## config.mk

```make
export PLATFORM = sky130hd
export DESIGN_NAME = uart_adder_ctrl_flat
export DESIGN_NICKNAME = d
export VERILOG_FILES = /design/src/rtl/uart_adder_pkg.sv /design/src/rtl/uart_adder_if.sv /design/src/rtl/uart_adder_timeout.sv /design/src/rtl/uart_adder_ctrl.sv /design/src/flat_wrapper.sv
export SDC_FILE = /design/constraint.sdc
export NUM_CORES = 1
export LEC_CHECK = 0
export CAP_MARGIN = 20
export CELL_PAD_IN_SITES_DETAIL_PLACEMENT = 0
export CELL_PAD_IN_SITES_GLOBAL_PLACEMENT = 1
export CORE_MARGIN = 2
export CORE_UTILIZATION = 35
export DETAILED_ROUTE_END_ITERATION = 12
export PLACE_DENSITY = 0.7
export SYNTH_ARGS = -nofsm -noshare
export SYNTH_HDL_FRONTEND = slang
export SYNTH_SLANG_ARGS = --single-unit
```

## constraint.sdc

```tcl
create_clock -name clk_i -period 9.8 [get_ports clk_i]
set_input_delay 2.45 -clock clk_i [delete_from_list [all_inputs] [get_ports clk_i]]
set_output_delay 2.45 -clock clk_i [all_outputs]
set_load 0.05 [all_outputs]
```

## src/rtl/uart_adder_pkg.sv

```systemverilog
// Shared types and constants for the UART adder sequencer.
// Imported by the interface, the timeout counter and the top.
package uart_adder_pkg;

  localparam int OP_BYTES_DEF = 8;

  // upper bits of the carry byte; the carry itself sits in bit 0
  localparam logic [6:0] CARRY_PAD = 7'b0;

  typedef enum logic [1:0] {
    S_RX_A = 2'd0,
    S_RX_B = 2'd1,
    S_WAIT = 2'd2,
    S_TX   = 2'd3
  } state_t;

endpackage

```

## src/rtl/uart_adder_if.sv

```systemverilog
// Byte streams between the UART and the adder sequencer.
// master = host/UART side, slave = sequencer side.
interface uart_adder_if;

  logic [7:0] rx_data_i;
  logic       rx_valid_i;
  logic [7:0] tx_data_o;
  logic       tx_valid_o;
  logic       tx_ready_i;

  modport master (
    output rx_data_i,
    output rx_valid_i,
    output tx_ready_i,
    input  tx_data_o,
    input  tx_valid_o
  );

  modport slave (
    input  rx_data_i,
    input  rx_valid_i,
    input  tx_ready_i,
    output tx_data_o,
    output tx_valid_o
  );

endinterface

```

## src/rtl/uart_adder_timeout.sv

```systemverilog
// Loadable down-counter with clear; strobes expire on its last count.
// Used as the inter-byte watchdog of a partial frame.
module uart_adder_timeout #(
  parameter int W    = 1,
  parameter int LOAD = 0
) (
  input  logic clk,
  input  logic rst,
  input  logic load,
  input  logic clr,
  output logic expire
);

  logic [W-1:0] cnt_q;

  always_ff @(posedge clk or posedge rst) begin
    if (rst) begin
      cnt_q <= '0;
    end else if (load) begin
      cnt_q <= W'(LOAD);
    end else if (clr) begin
      cnt_q <= '0;
    end else if (cnt_q != '0) begin
      cnt_q <= cnt_q - W'(1);
    end
  end

  // a load on the same cycle means a byte arrived: the byte wins
  assign expire = !load && !clr && (cnt_q == W'(1));

endmodule

```

## src/rtl/uart_adder_ctrl.sv

```systemverilog
// Sequencer around the external carry-select adder: collects A and B
// from the UART, waits for the sum to settle, streams the result back.
import uart_adder_pkg::*;

module uart_adder_ctrl #(
  parameter int OP_BYTES    = OP_BYTES_DEF,
  parameter int ADD_LATENCY = 1,
  parameter int TIMEOUT_CYC = 100000
) (
  input  logic                  clk_i,
  input  logic                  rst_i,
  uart_adder_if.slave           bus,
  output logic [8*OP_BYTES-1:0] add_a_o,
  output logic [8*OP_BYTES-1:0] add_b_o,
  input  logic [8*OP_BYTES-1:0] add_s_i,
  input  logic                  add_cout_i,
  output logic                  busy_o,
  output logic                  done_o,
  output logic                  err_o,
  output logic                  overrun_o
);

  localparam int OW = 8 * OP_BYTES;
  localparam int RW = 8 * (OP_BYTES + 1);
  localparam int KW = $clog2(OP_BYTES + 1);
  localparam int WW = (ADD_LATENCY > 1) ?
                      $clog2(ADD_LATENCY + 1) : 1;
  localparam int TW = (TIMEOUT_CYC > 0) ?
                      $clog2(TIMEOUT_CYC + 1) : 1;

  state_t          state_q, state_n;
  logic [KW-1:0]   k_q, k_n;
  logic [WW-1:0]   wcnt_q, wcnt_n;
  logic [OW-1:0]   a_q, a_n;
  logic [OW-1:0]   b_q, b_n;
  logic [RW-1:0]   res_q, res_n;
  logic [7:0]      txd_q, txd_n;
  logic            txv_q, txv_n;
  logic            done_q, done_n;
  logic            err_q, err_n;
  logic            ovr_q, ovr_n;

  logic            rx_st;
  logic            run;
  logic            tmo_load;
  logic            expire;
  logic            last_k;

  assign rx_st = (state_q == S_RX_A) || (state_q == S_RX_B);
  assign run   = (state_q == S_RX_B) ||
                 ((state_q == S_RX_A) && (k_q != '0));
  assign tmo_load = bus.rx_valid_i && rx_st;
  assign last_k   = (k_q == KW'(OP_BYTES - 1));

  uart_adder_timeout #(
    .W    (TW),
    .LOAD (TIMEOUT_CYC)
  ) u_tmo (
    .clk    (clk_i),
    .rst    (rst_i),
    .load   (tmo_load),
    .clr    (!run),
    .expire (expire)
  );

  always_comb begin
    state_n = state_q;
    k_n     = k_q;
    wcnt_n  = wcnt_q;
    a_n     = a_q;
    b_n     = b_q;
    res_n   = res_q;
    txd_n   = txd_q;
    txv_n   = txv_q;
    done_n  = 1'b0;
    err_n   = 1'b0;
    ovr_n   = 1'b0;
    unique case (state_q)
      S_RX_A: begin
        if (bus.rx_valid_i) begin
          a_n[8*int'(k_q) +: 8] = bus.rx_data_i;
          if (last_k) begin
            k_n     = '0;
            state_n = S_RX_B;
          end else begin
            k_n = k_q + KW'(1);
          end
        end else if (expire) begin
          err_n = 1'b1;
          k_n   = '0;
        end
      end
      S_RX_B: begin
        if (bus.rx_valid_i) begin
          b_n[8*int'(k_q) +: 8] = bus.rx_data_i;
          if (last_k) begin
            k_n     = '0;
            wcnt_n  = WW'(ADD_LATENCY);
            state_n = S_WAIT;
          end else begin
            k_n = k_q + KW'(1);
          end
        end else if (expire) begin
          err_n   = 1'b1;
          k_n     = '0;
          state_n = S_RX_A;
        end
      end
      S_WAIT: begin
        ovr_n  = bus.rx_valid_i;
        wcnt_n = wcnt_q - WW'(1);
        if (wcnt_q == WW'(1)) begin
          res_n   = {CARRY_PAD, add_cout_i, add_s_i};
          k_n     = '0;
          state_n = S_TX;
        end
      end
      S_TX: begin
        ovr_n = bus.rx_valid_i;
        // first TX cycle only loads the output register
        if (!txv_q) begin
          txv_n = 1'b1;
          txd_n = res_q[8*int'(k_q) +: 8];
        end else if (bus.tx_ready_i) begin
          if (k_q == KW'(OP_BYTES)) begin
            txv_n   = 1'b0;
            done_n  = 1'b1;
            k_n     = '0;
            state_n = S_RX_A;
          end else begin
            k_n   = k_q + KW'(1);
            txd_n = res_q[8*(int'(k_q) + 1) +: 8];
          end
        end
      end
      default: begin
        state_n = S_RX_A;
      end
    endcase
  end

  always_ff @(posedge clk_i or posedge rst_i) begin
    if (rst_i) begin
      state_q <= S_RX_A;
      k_q     <= '0;
      wcnt_q  <= '0;
      a_q     <= '0;
      b_q     <= '0;
      res_q   <= '0;
      txd_q   <= '0;
      txv_q   <= 1'b0;
      done_q  <= 1'b0;
      err_q   <= 1'b0;
      ovr_q   <= 1'b0;
    end else begin
      state_q <= state_n;
      k_q     <= k_n;
      wcnt_q  <= wcnt_n;
      a_q     <= a_n;
      b_q     <= b_n;
      res_q   <= res_n;
      txd_q   <= txd_n;
      txv_q   <= txv_n;
      done_q  <= done_n;
      err_q   <= err_n;
      ovr_q   <= ovr_n;
    end
  end

  assign bus.tx_data_o  = txd_q;
  assign bus.tx_valid_o = txv_q;
  assign add_a_o   = a_q;
  assign add_b_o   = b_q;
  assign busy_o    = (state_q == S_WAIT) || (state_q == S_TX);
  assign done_o    = done_q;
  assign err_o     = err_q;
  assign overrun_o = ovr_q;

endmodule

```

## src/flat_wrapper.sv

```systemverilog
// flat-port wrapper written by rule: the top's interface ports become plain ports
module uart_adder_ctrl_flat 
#(
  parameter int OP_BYTES    = OP_BYTES_DEF,
  parameter int ADD_LATENCY = 1,
  parameter int TIMEOUT_CYC = 100000
)
  (clk_i, rst_i, add_a_o, add_b_o, add_s_i, add_cout_i, busy_o, done_o, err_o, overrun_o, bus_rx_data_i, bus_rx_valid_i, bus_tx_ready_i, bus_tx_data_o, bus_tx_valid_o);
  uart_adder_if bus_i ();
  input  logic clk_i;
  input  logic rst_i;
  output logic [8*OP_BYTES-1:0] add_a_o;
  output logic [8*OP_BYTES-1:0] add_b_o;
  input  logic [8*OP_BYTES-1:0] add_s_i;
  input  logic add_cout_i;
  output logic busy_o;
  output logic done_o;
  output logic err_o;
  output logic overrun_o;
  input wire logic [$bits(bus_i.rx_data_i)-1:0] bus_rx_data_i;
  input wire logic [$bits(bus_i.rx_valid_i)-1:0] bus_rx_valid_i;
  input wire logic [$bits(bus_i.tx_ready_i)-1:0] bus_tx_ready_i;
  output wire logic [$bits(bus_i.tx_data_o)-1:0] bus_tx_data_o;
  output wire logic [$bits(bus_i.tx_valid_o)-1:0] bus_tx_valid_o;
  assign bus_i.rx_data_i = bus_rx_data_i;
  assign bus_i.rx_valid_i = bus_rx_valid_i;
  assign bus_i.tx_ready_i = bus_tx_ready_i;
  assign bus_tx_data_o = bus_i.tx_data_o;
  assign bus_tx_valid_o = bus_i.tx_valid_o;
  uart_adder_ctrl #(.OP_BYTES(OP_BYTES), .ADD_LATENCY(ADD_LATENCY), .TIMEOUT_CYC(TIMEOUT_CYC)) u_core (.clk_i(clk_i), .rst_i(rst_i), .bus(bus_i), .add_a_o(add_a_o), .add_b_o(add_b_o), .add_s_i(add_s_i), .add_cout_i(add_cout_i), .busy_o(busy_o), .done_o(done_o), .err_o(err_o), .overrun_o(overrun_o));
endmodule
```

* After elaboration in Yosys (flattened, before gate mapping)
Index checks and enable logic that the tools add are counted.
** Storage, ports and cells
- Register bits :: 229
- Bits of input ports :: 77
- Output and inout port bits :: 141
- Logic and storage cells :: 102
** Operators by class
- $add $sub $neg :: 5
- Equality and inequality tests :: 20
- Shifts and indexed selects :: 4
- Mux-type cells :: 40
- Reduce and logical (&&, ||, !) cells :: 21
** Operators by type and width (number)
- $bwmux W64 :: 2
- $shiftx A72 B32 Y8 :: 1
- $shiftx A72 B8 Y8 :: 1
- $shift A8 B33 Y64 const A :: 1
- $shiftx A8 B33 Y64 :: 1
- $mux W17 :: 3
- $neg A7 Y33 :: 1
- $mux W4 :: 7
- $mux W8 :: 3
- $mux W2 :: 9
- $eq A17 B1 Y1 const B :: 1
- $reduce_bool A17 Y1 :: 1
- $sub A17 B1 Y17 const B :: 1
- $mux W1 :: 13
- $pmux W4 S3 :: 1
- $ne A2 B1 Y1 const B :: 5
- $ne A2 B2 Y1 const B :: 5
- $pmux W2 S4 :: 1
- $reduce_and A8 Y1 :: 1
- $ne A3 B2 Y1 const B :: 2
- $reduce_and A2 Y1 :: 3
- $reduce_and A3 Y1 :: 2
- $add A4 B1 Y5 const B :: 1
- $add A4 B1 Y4 const B :: 1
- 16 further kinds :: 23

* Depth between registers and ports, before layout
Gate-level depths: netlist of run 1.
- Word-level depth :: 9
- Depth in mapped cells :: 11
- Gate-level depth less buffers :: 9

* By module
Synthesis of run 1 repeated with hierarchy kept, for this count alone.
** Unflattened totals
- Cell total of the unflattened synthesis :: 845
- Area, all modules :: 10209.8 µm²
** By module, submodules not included
- uart_adder_ctrl :: instances 1, cells an instance 733, area an instance 9203.8 µm², sequential area each 5305.1 µm²
- uart_adder_timeout :: instances 1, cells an instance 112, area an instance 1006.0 µm², sequential area each 425.4 µm²

* Worst setup path before layout of run 1
No wires, ideal clock.
- Kind :: in2reg
- Start point :: in bus_rx_valid_i
- End point :: reg u_core.u_tmo.cnt_q[9]
- Setup time :: 0.083 ns
- Arrival time :: 3.598 ns
- Data required time :: 9.717 ns
- Slack :: 6.119 ns
- Stages on the path :: 7
- Buffers on the path :: 2
- Cells stage by stage :: or2_2 > nor2_1 > and4_2 > buf_4 > buf_4 > o21ai_0 > o21ai_0
** On the way
- Longest elaborated chain between the ends :: 2
- Elaborated cells between the ends (all ways) :: 3
- Those cells by class :: eq/ne: 1; mux: 1; reduce/logical: 1
** RTL lines
- from (decl) :: RTL line flat_wrapper.sv:21 : input wire logic [$bits(bus_i.rx_valid_i)-1:0] bus_rx_valid_i;
- $logic_and A1 B1 Y1 * :: RTL line uart_adder_ctrl.sv:52 : assign tmo_load = bus.rx_valid_i && rx_st;
- $ne A3 B3 Y1 (no source line) or $mux W17 (tied branches)
- to (signal assigned) :: RTL line uart_adder_timeout.sv:20 : cnt_q <= W'(LOAD);
- to (signal assigned) :: RTL line uart_adder_timeout.sv:24 : cnt_q <= cnt_q - W'(1);
- to (decl) :: RTL line uart_adder_timeout.sv:14 : logic [W-1:0] cnt_q;
Mark *: on every way between the ends. The rest lies on a longest branch, timed or not.
A chain may end at the register's enable or synchronous reset.

* Final worst setup path of run 1
- Start point :: reg u_core.txv_q, in the netlist u_core.bus.tx_valid_o
- End point :: out bus_tx_valid_o
** RTL lines
- from (decl) :: RTL line uart_adder_ctrl.sv:38 : logic txv_q, txv_n;
- from (signal assigned) :: RTL line uart_adder_ctrl.sv:163 : txv_q <= txv_n;
- to (decl) :: RTL line flat_wrapper.sv:24 : output wire logic [$bits(bus_i.tx_valid_o)-1:0] bus_tx_valid_o;
No word-level cell between the ends.

==> results of run 1 <==
-- cells in the mapped netlist, types with 2 or more instances --
cell type    n  share of area
nand4b_1     2         0.0018
o22ai_1     16          0.010
a32oi_1      6         0.0053
dfrtp_1    229           0.58
a221oi_1     3         0.0027
or2_2        4         0.0025
ha_1         9          0.011
nand3b_1     5         0.0038
a21oi_1     22          0.011
nand2b_1     3         0.0019
a31oi_1      3         0.0019
mux2_2      97           0.11
nor2b_1      7         0.0044
xor2_1       6         0.0053
and3_1       3         0.0019
o211ai_1     3         0.0023
mux2i_1      4         0.0040
inv_1       20         0.0076
clkbuf_1    35          0.013
nand3_1     11         0.0056
nor4_1       6         0.0038
a211oi_1     3         0.0023
nor2_1      42          0.016
a21o_1       2         0.0015
buf_2        7         0.0035
nor3b_1      2         0.0015
nand2_1    159          0.060
xnor2_1      3         0.0027
or3_1        5         0.0032
buf_4        2         0.0015
o31ai_1      8         0.0061
or4_1        4         0.0030
nor3_1       9         0.0046
o21ai_0    125          0.063
o221ai_1    10         0.0088
buf_1        2        0.00076
a221o_1      7         0.0071
-- worst max path at each step --
| stage | end |
|---|---|
| final | bus_tx_valid_o |
| after CTS | bus_tx_valid_o |
| after global routing | bus_tx_valid_o |
| after floorplan | async pin |
| after detailed placement | u_core.add_b_o[4] |
| after global placement | u_core.add_b_o[0] |
-- layer usage --
layer | global-route usage | vias to the layer above
li1 | - | 3639
met1 | 0.255 | 3718
met2 | 0.293 | 245
met3 | 0.0460 | 49
met4 | 0.0490 | 2
met5 | 0 | -
-- placed cells by master (no fill, tap or decap), types with 3 or more instances in the layout --
cell type,synthesis,layout
a211oi_1,3,3
a21oi_1,22,22
a221o_1,7,7
a221oi_1,3,3
a31oi_1,3,3
a32oi_1,6,6
and3_1,3,3
buf_4,2,5
clkbuf_1,35,9
clkbuf_16,0,27
clkbuf_8,0,4
clkdlybuf4s50_1,0,217
clkinv_2,0,5
dfrtp_1,229,229
ha_1,9,9
inv_1,20,19
mux2_2,97,97
mux2i_1,4,4
nand2_1,159,159
nand2b_1,3,3
nand3_1,11,11
nand3b_1,5,5
nor2_1,42,42
nor2b_1,7,7
nor3_1,9,9
nor4_1,6,6
o211ai_1,3,3
o21ai_0,125,125
o221ai_1,10,10
o22ai_1,16,16
o31ai_1,8,8
or2_2,4,4
or3_1,5,5
or4_1,4,4
xnor2_1,3,3
xor2_1,6,6
-- cell type report --
type                    instances  area share
clock inverters                 6     0.00417
diodes                          2    0.000379
repair buffers                222       0.167
flip-flops and latches        229       0.434
multi-input cells             611       0.294
inverters                      21     0.00653
clock buffers                  40      0.0579
well taps                     378      0.0358
-- power by group through the flow --
stage	registers, mW	logic (mW)	clock network [mW]
after global placement	1.57	1.88	0
after global routing	1.60	2.04	1.00
final	1.56	1.89	0.938
after detailed placement	1.57	1.90	0
after CTS	1.56	1.91	0.961
after floorplan	2.04	0.780	0
-- cells by family after synthesis --
family                     after synthesis  share of synthesized area
AOI/OAI and AO/OA                      216                      0.130
DFF                                    229                      0.579
muxes                                  101                      0.114
and+or+nand+nor                        276                      0.129
adders and majority gates                9                     0.0114
xor gates and xnor gates                 9                    0.00796
buffers and inverters                   68                     0.0282
-- sequential cells by signal, summed over array words and instances (netlist names), named ones only --
name / flops
u_core.add_a_o: 64
u_core.add_b_o: 64
u_core.bus.tx_data_o: 8
u_core.bus.tx_valid_o: 1
u_core.done_o: 1
u_core.err_o: 1
u_core.k_q: 4
u_core.overrun_o: 1
u_core.res_q: 65
u_core.state_q: 1
u_core.u_tmo.cnt_q: 17
u_core.wcnt_q: 1
-- stage by stage --
stage                     utilization  area [sq um]  cells  setup WS [ps]
after CTS                       0.475         13200   1507           5110
after global placement          0.446         12400   1461           5040
final                           0.476         13200   1509           5150
after floorplan                     -          9900    908           1070
after detailed placement        0.446         12400   1461           4940
after global routing            0.475         13200   1507           5080
==> impl_summary.log, run 1 <==
[metrics] Crit path required time: 7350 ps
[metrics] effective utilization at floorplan: 0.356
[metrics] worst-case register-to-register setup slack: 6150 ps
[metrics] number of setup violations in the final report: 0
[metrics] final routed wirelength across all metal layers: 27.8 mm
[metrics] filler cell count: 2687
[metrics] slowest stage cell on the critical path: clkdlybuf4s50_1
[metrics] post-synthesis instance area: 0.00990 sq mm
[metrics] final antenna-violating net count: 0
[metrics] weighted congestion reported at the end of routability-driven placement: 0.748
[metrics] number of antenna violations at the first check in global routing: 1
[metrics] count of flip-flops with a built-in enable after synthesis: 0
[metrics] clock transition time at the flip-flop clock pins of the worst setup and hold paths: 60 ps
[metrics] detailed-route via count: 7653
[metrics] half-perimeter wire length after placement: 19.7 mm
[metrics] crit path kind: register to output pin
[metrics] first drt pass iteration count: 5
[metrics] insertion delay to the later sink of the worst-skew pair: 520 ps
[metrics] Chip Height: 172 um
[metrics] areal power density over the cells: 332 mW/mm^2
[metrics] startpoint of the worst-slack reg-to-reg timing path: u_core.k_q[1]
[metrics] horizontal die dimension: 172 um
[metrics] endpoint with the worst hold slack: u_core.add_b_o[40]
[metrics] Fin. Hold Viols: 0
[metrics] crit path time final: 4650 ps
[metrics] unrepaired setup endpoints after global routing: false
[metrics] worst setup path startpoint: u_core.bus.tx_valid_o
[metrics] internal power: 2.54 mW
[metrics] DRC marker count from the first detailed-route iteration: 436
[metrics] number of CTS-inserted buffers: 26
[metrics] Overflow after GRT: 0
[metrics] aggregate negative setup slack: 0 ps
[metrics] area occupied by registers: 0.00573 sq mm
[metrics] Async S/R FF share, synth: 1.00
[metrics] Most used DFF post-synth: dfrtp_1
[metrics] synth warn: 0
[metrics] net total in the final layout: 1197
[metrics] flip-flop and latch count after synthesis: 229
[metrics] critical path buffer and inverter count: 1
[metrics] total chip power: 4.38 mW
[metrics] worst-path cell chain: clkdlybuf4s50_1
[metrics] slew at the pin closest to its max-slew limit: 990 ps
[metrics] buffers inserted during post-CTS setup optimization: 0
[metrics] post-route fraction of the period consumed by the critical path: 0.475
[metrics] aggregate global-route resource usage: 0.186
[metrics] per-instance average area after synthesis: 10.9 sq um
[metrics] largest net degree at the start of global routing: 101
[metrics] share of layout cells above drive strength 1: 0.136
[metrics] master cell of the clock root buffer: clkbuf_16
[metrics] routed wire length on met2: 12.5 mm
[metrics] cell family with most CP delay: buffers and inverters
[metrics] CP Max Fanout: 18
[metrics] first-pass GRT wire length: 42.3 mm
[metrics] routed len/inst: 18.4 um
[metrics] Min-Delay Path Depth: 2
[metrics] Clock Tree Buf Depth: 3
[metrics] CP Capture Type: output pin
[metrics] overall die area: 0.0296 sq mm
[metrics] result of the run: finished clean
[metrics] power dissipated by switching net loads: 1.85 mW
[metrics] launch instance of the worst min-delay path: u_core.add_b_o[40]
[metrics] routed wl met3: 2.08 mm
[metrics] placeable core region: 0.0278 sq mm
[metrics] number of distinct library cells after synthesis: 61
[metrics] number of pins exceeding their max-slew limit in the final report: 0
[metrics] maximum single-stage delay on the critical path: 940 ps
[metrics] worst clock skew: 9.21 ps
[metrics] part of the total power dissipated in the clock network: 0.214
[metrics] max_cap viols: 0
[metrics] number of top-level pins: 218
[metrics] remaining routing DRC violations: 0
[metrics] number of placement rows: 61
[metrics] cells resized by post-CTS repair: 0
[metrics] worst-case hold slack: 477 ps
[metrics] Max VDD drop: 154 uV
[metrics] TritonCTS clock tree: yes
[metrics] portion of total power attributed to sequential cells: 0.355
[metrics] highest attainable clock frequency: 0.215 GHz
[metrics] Critical Path AT: 2200 ps
[metrics] area used by multi-input combinational logic: 0.00389 sq mm
[metrics] class of the most critical hold timing path: register to register
[metrics] CP Depth: 1
[metrics] syn_nets: 994
[metrics] leakage power: 5.53 nW
[metrics] kind of start point of the critical path: register
[metrics] routed metal-1 wire length: 12.4 mm
[metrics] port buffer count: 217
[metrics] H-tree depth: 1
[metrics] highest routed layer: met5
[metrics] R2R cell count: 9
[metrics] via count of the first global-routing pass: 7271
[metrics] hold-fix buffer count after cts: 0
[metrics] critical register-to-register path endpoint: u_core.add_a_o[56]
[metrics] combinational share of power: 0.431
[metrics] fraction of power spent switching nets: 0.421
[metrics] Synth-to-Final Area Change: 33.5%
[metrics] Syn Inst Count: 908
[metrics] via count normalized by instance count: 5.07
[metrics] proportion of synthesized chip area in sequential cells: 0.579
[metrics] worst max-slew margin expressed relative to the limit: 0.335
[metrics] Num Clock Sinks: 229
Power figures use the tool's default switching activity.
==> run 2: changes to the inputs <==
==> constraint.sdc (replaced) <==
create_clock -name clk_i -period 4.71 [get_ports clk_i]
set_input_delay 1.1775 -clock clk_i [delete_from_list [all_inputs] [get_ports clk_i]]
set_output_delay 1.1775 -clock clk_i [all_outputs]
set_load 0.05 [all_outputs]
==> run 2 against run 1 <==
- combinational power increased by 110%
- register-to-register slack lost 4700 ps
- die area unchanged
- clock-buffer cell count fell by 5
- first-iteration DRC count fell by 6.4%
- non-clock buffer count rose by 2
- utilization is 0.44 points higher
- critical endpoint unchanged
- critical path depth unchanged
==> impl_summary.log, run 2 (same netlist as run 1, synthesis figures left out) <==
[metrics] insertion delay to the later sink of the worst-skew pair: 530 ps
[metrics] leading cell type in the layout, fill and taps excluded: dfrtp_1
[metrics] CP Capture Type: output pin
[metrics] aggregate negative setup slack: 0 ps
[metrics] routed len/inst: 18.5 um
[metrics] Synth-to-Final Area Change: 34.7%
[metrics] port buffer count: 217
[metrics] number of placement rows: 61
[metrics] worst max-slew margin expressed relative to the limit: 0.264
[metrics] max reg flops: 65
[metrics] effective utilization at floorplan: 0.356
[metrics] Critical Path AT: 2250 ps
[metrics] total chip power: 9.33 mW
[metrics] Fin. Hold Viols: 0
[metrics] worst-case register-to-register setup slack: 1430 ps
[metrics] endpoint with the worst hold slack: u_core.add_a_o[29]
[metrics] Post-Route Utilization: 0.480
[metrics] cell family with most CP delay: buffers and inverters
[metrics] leakage power: 5.58 nW
[metrics] highest attainable clock frequency: 0.292 GHz
[metrics] launch instance of the worst min-delay path: u_core.add_a_o[29]
[metrics] placeable core region: 0.0278 sq mm
[metrics] detailed-route via count: 7582
[metrics] buffers inserted during post-CTS setup optimization: 0
[metrics] clock transition time at the flip-flop clock pins of the worst setup and hold paths: 60 ps
[metrics] post-route fraction of the period consumed by the critical path: 0.728
[metrics] worst-path cell chain: clkdlybuf4s50_1
[metrics] number of top-level pins: 218
[metrics] slew at the pin closest to its max-slew limit: 1100 ps
[metrics] areal power density over the cells: 700 mW/mm^2
[metrics] kind of start point of the critical path: register
[metrics] Num Clock Sinks: 229
[metrics] Max VDD drop: 277 uV
[metrics] Chip Height: 172 um
[metrics] overall die area: 0.0296 sq mm
[metrics] Overflow after GRT: 0
[metrics] ant diodes: 0
[metrics] CP Max Fanout: 18
[metrics] filler cell count: 2654
[metrics] number of antenna violations at the first check in global routing: 1
[metrics] number of CTS-inserted buffers: 26
[metrics] half-perimeter wire length after placement: 20.0 mm
[metrics] master cell of the clock root buffer: clkbuf_16
[metrics] weighted congestion reported at the end of routability-driven placement: 0.826
[metrics] first-pass GRT wire length: 43.2 mm
[metrics] commonest cells after routing, fill and taps aside: dfrtp_1, clkdlybuf4s50_1, nand2_1
[metrics] maximum single-stage delay on the critical path: 950 ps
[metrics] worst-case hold slack: 475 ps
[metrics] result of the run: finished clean
[metrics] via count normalized by instance count: 5.02
[metrics] H-tree depth: 1
[metrics] crit path kind: register to output pin
[metrics] Clock Tree Buf Depth: 3
[metrics] via count of the first global-routing pass: 7474
[metrics] DRC marker count from the first detailed-route iteration: 408
[metrics] largest net degree at the start of global routing: 117
[metrics] max_cap viols: 0
[metrics] slowest stage cell on the critical path: clkdlybuf4s50_1
[metrics] share of layout cells above drive strength 1: 0.143
[metrics] number of pins exceeding their max-slew limit in the final report: 0
[metrics] class of the most critical hold timing path: register to register
[metrics] Min-Delay Path Depth: 2
[metrics] first drt pass iteration count: 5
[metrics] final routed wirelength across all metal layers: 27.9 mm
[metrics] unrepaired setup endpoints after global routing: false
[metrics] register containing the most flip-flops in the final layout: u_core.res_q
[metrics] final critical-path setup slack: 1280 ps
[metrics] Crit path required time: 3530 ps
[metrics] number of setup violations in the final report: 0
[metrics] crit path time final: 3430 ps
[metrics] worst slack at placement: 897 ps
[metrics] horizontal die dimension: 172 um
[metrics] TritonCTS clock tree: yes
[metrics] aggregate global-route resource usage: 0.188
[metrics] cells resized by post-CTS repair: 0
[metrics] critical path buffer and inverter count: 1
[metrics] worst clock skew: 14.5 ps
[metrics] R2R cell count: 9
[metrics] critical register-to-register path endpoint: u_core.add_a_o[56]
[metrics] hold-fix buffer count after cts: 0
[metrics] net total in the final layout: 1199
[metrics] startpoint of the worst-slack reg-to-reg timing path: u_core.k_q[1]
[metrics] final antenna-violating net count: 0
[metrics] remaining routing DRC violations: 0
-- run 2: cell types whose count changed in the layout (fill, tap and decap cells not counted), moves of 2 or more --
| cell | delta |
|---|---|
| bufinv_16 | +3 |
| diode_2 | -2 |
| clkbuf_1 | -4 |
| buf_12 | +2 |
| clkinvlp_4 | +3 |
-- run 2: where the power goes --
group / internal (mW) / switching, mW
clock: 1.30 / 0.825
sequential: 2.66 / 0.533
combinational: 1.47 / 2.54
total: 5.44 / 3.90
-- run 2: worst max path at each step --
stage / end / slack, ps / cells past startpoint / startpoint
2_1_floorplan: async pin / 540 / 1 / rst_i
3_3_place_gp: u_core.add_b_o[0] / 940 / 5 / bus_rx_valid_i
3_5_place_dp: u_core.add_b_o[6] / 900 / 5 / bus_rx_valid_i
4_1_cts: bus_tx_valid_o / 1230 / 1 / u_core.bus.tx_valid_o
5_1_grt: u_core.add_a_o[59] / 1050 / 9 / u_core.k_q[1]
6_report: bus_tx_valid_o / 1280 / 1 / u_core.bus.tx_valid_o
-- run 2: per-layer routing --
layer / global-route usage / vias up / share of wire
li1: - / 3655 / -
met1: 0.248 / 3652 / 0.44
met2: 0.307 / 228 / 0.46
met3: 0.0474 / 45 / 0.072
met4: 0.0519 / 2 / 0.026
met5: 0 / - / 0.00039
-- run 2: layout make-up --
class                      instances  area [sq um]  area share
sequential                       229          5730       0.430
timing repair buffer             224          2250       0.169
clock buffer                      35           724      0.0543
tap                              378           473      0.0355
multi-input combinational        611          3890       0.292
inverter                          21          82.6     0.00619
clock inverter                    13           185      0.0139
-- run 2: worst reg2reg max path, delay by kind of cell, from the launching register on --
family          cells  cell delay (ps)
buf+inv             1              490
fa+ha+maj           1              390
flops               1              350
simple gates        6             1830
compound gates      1              100
-- run 2: through the flow --
step / instance area, sq um / instances
after detailed placement: 12400 / 1463
after global placement: 12400 / 1463
after global routing: 13300 / 1511
after floorplan: 9900 / 908
after CTS: 13300 / 1511
final: 13300 / 1511
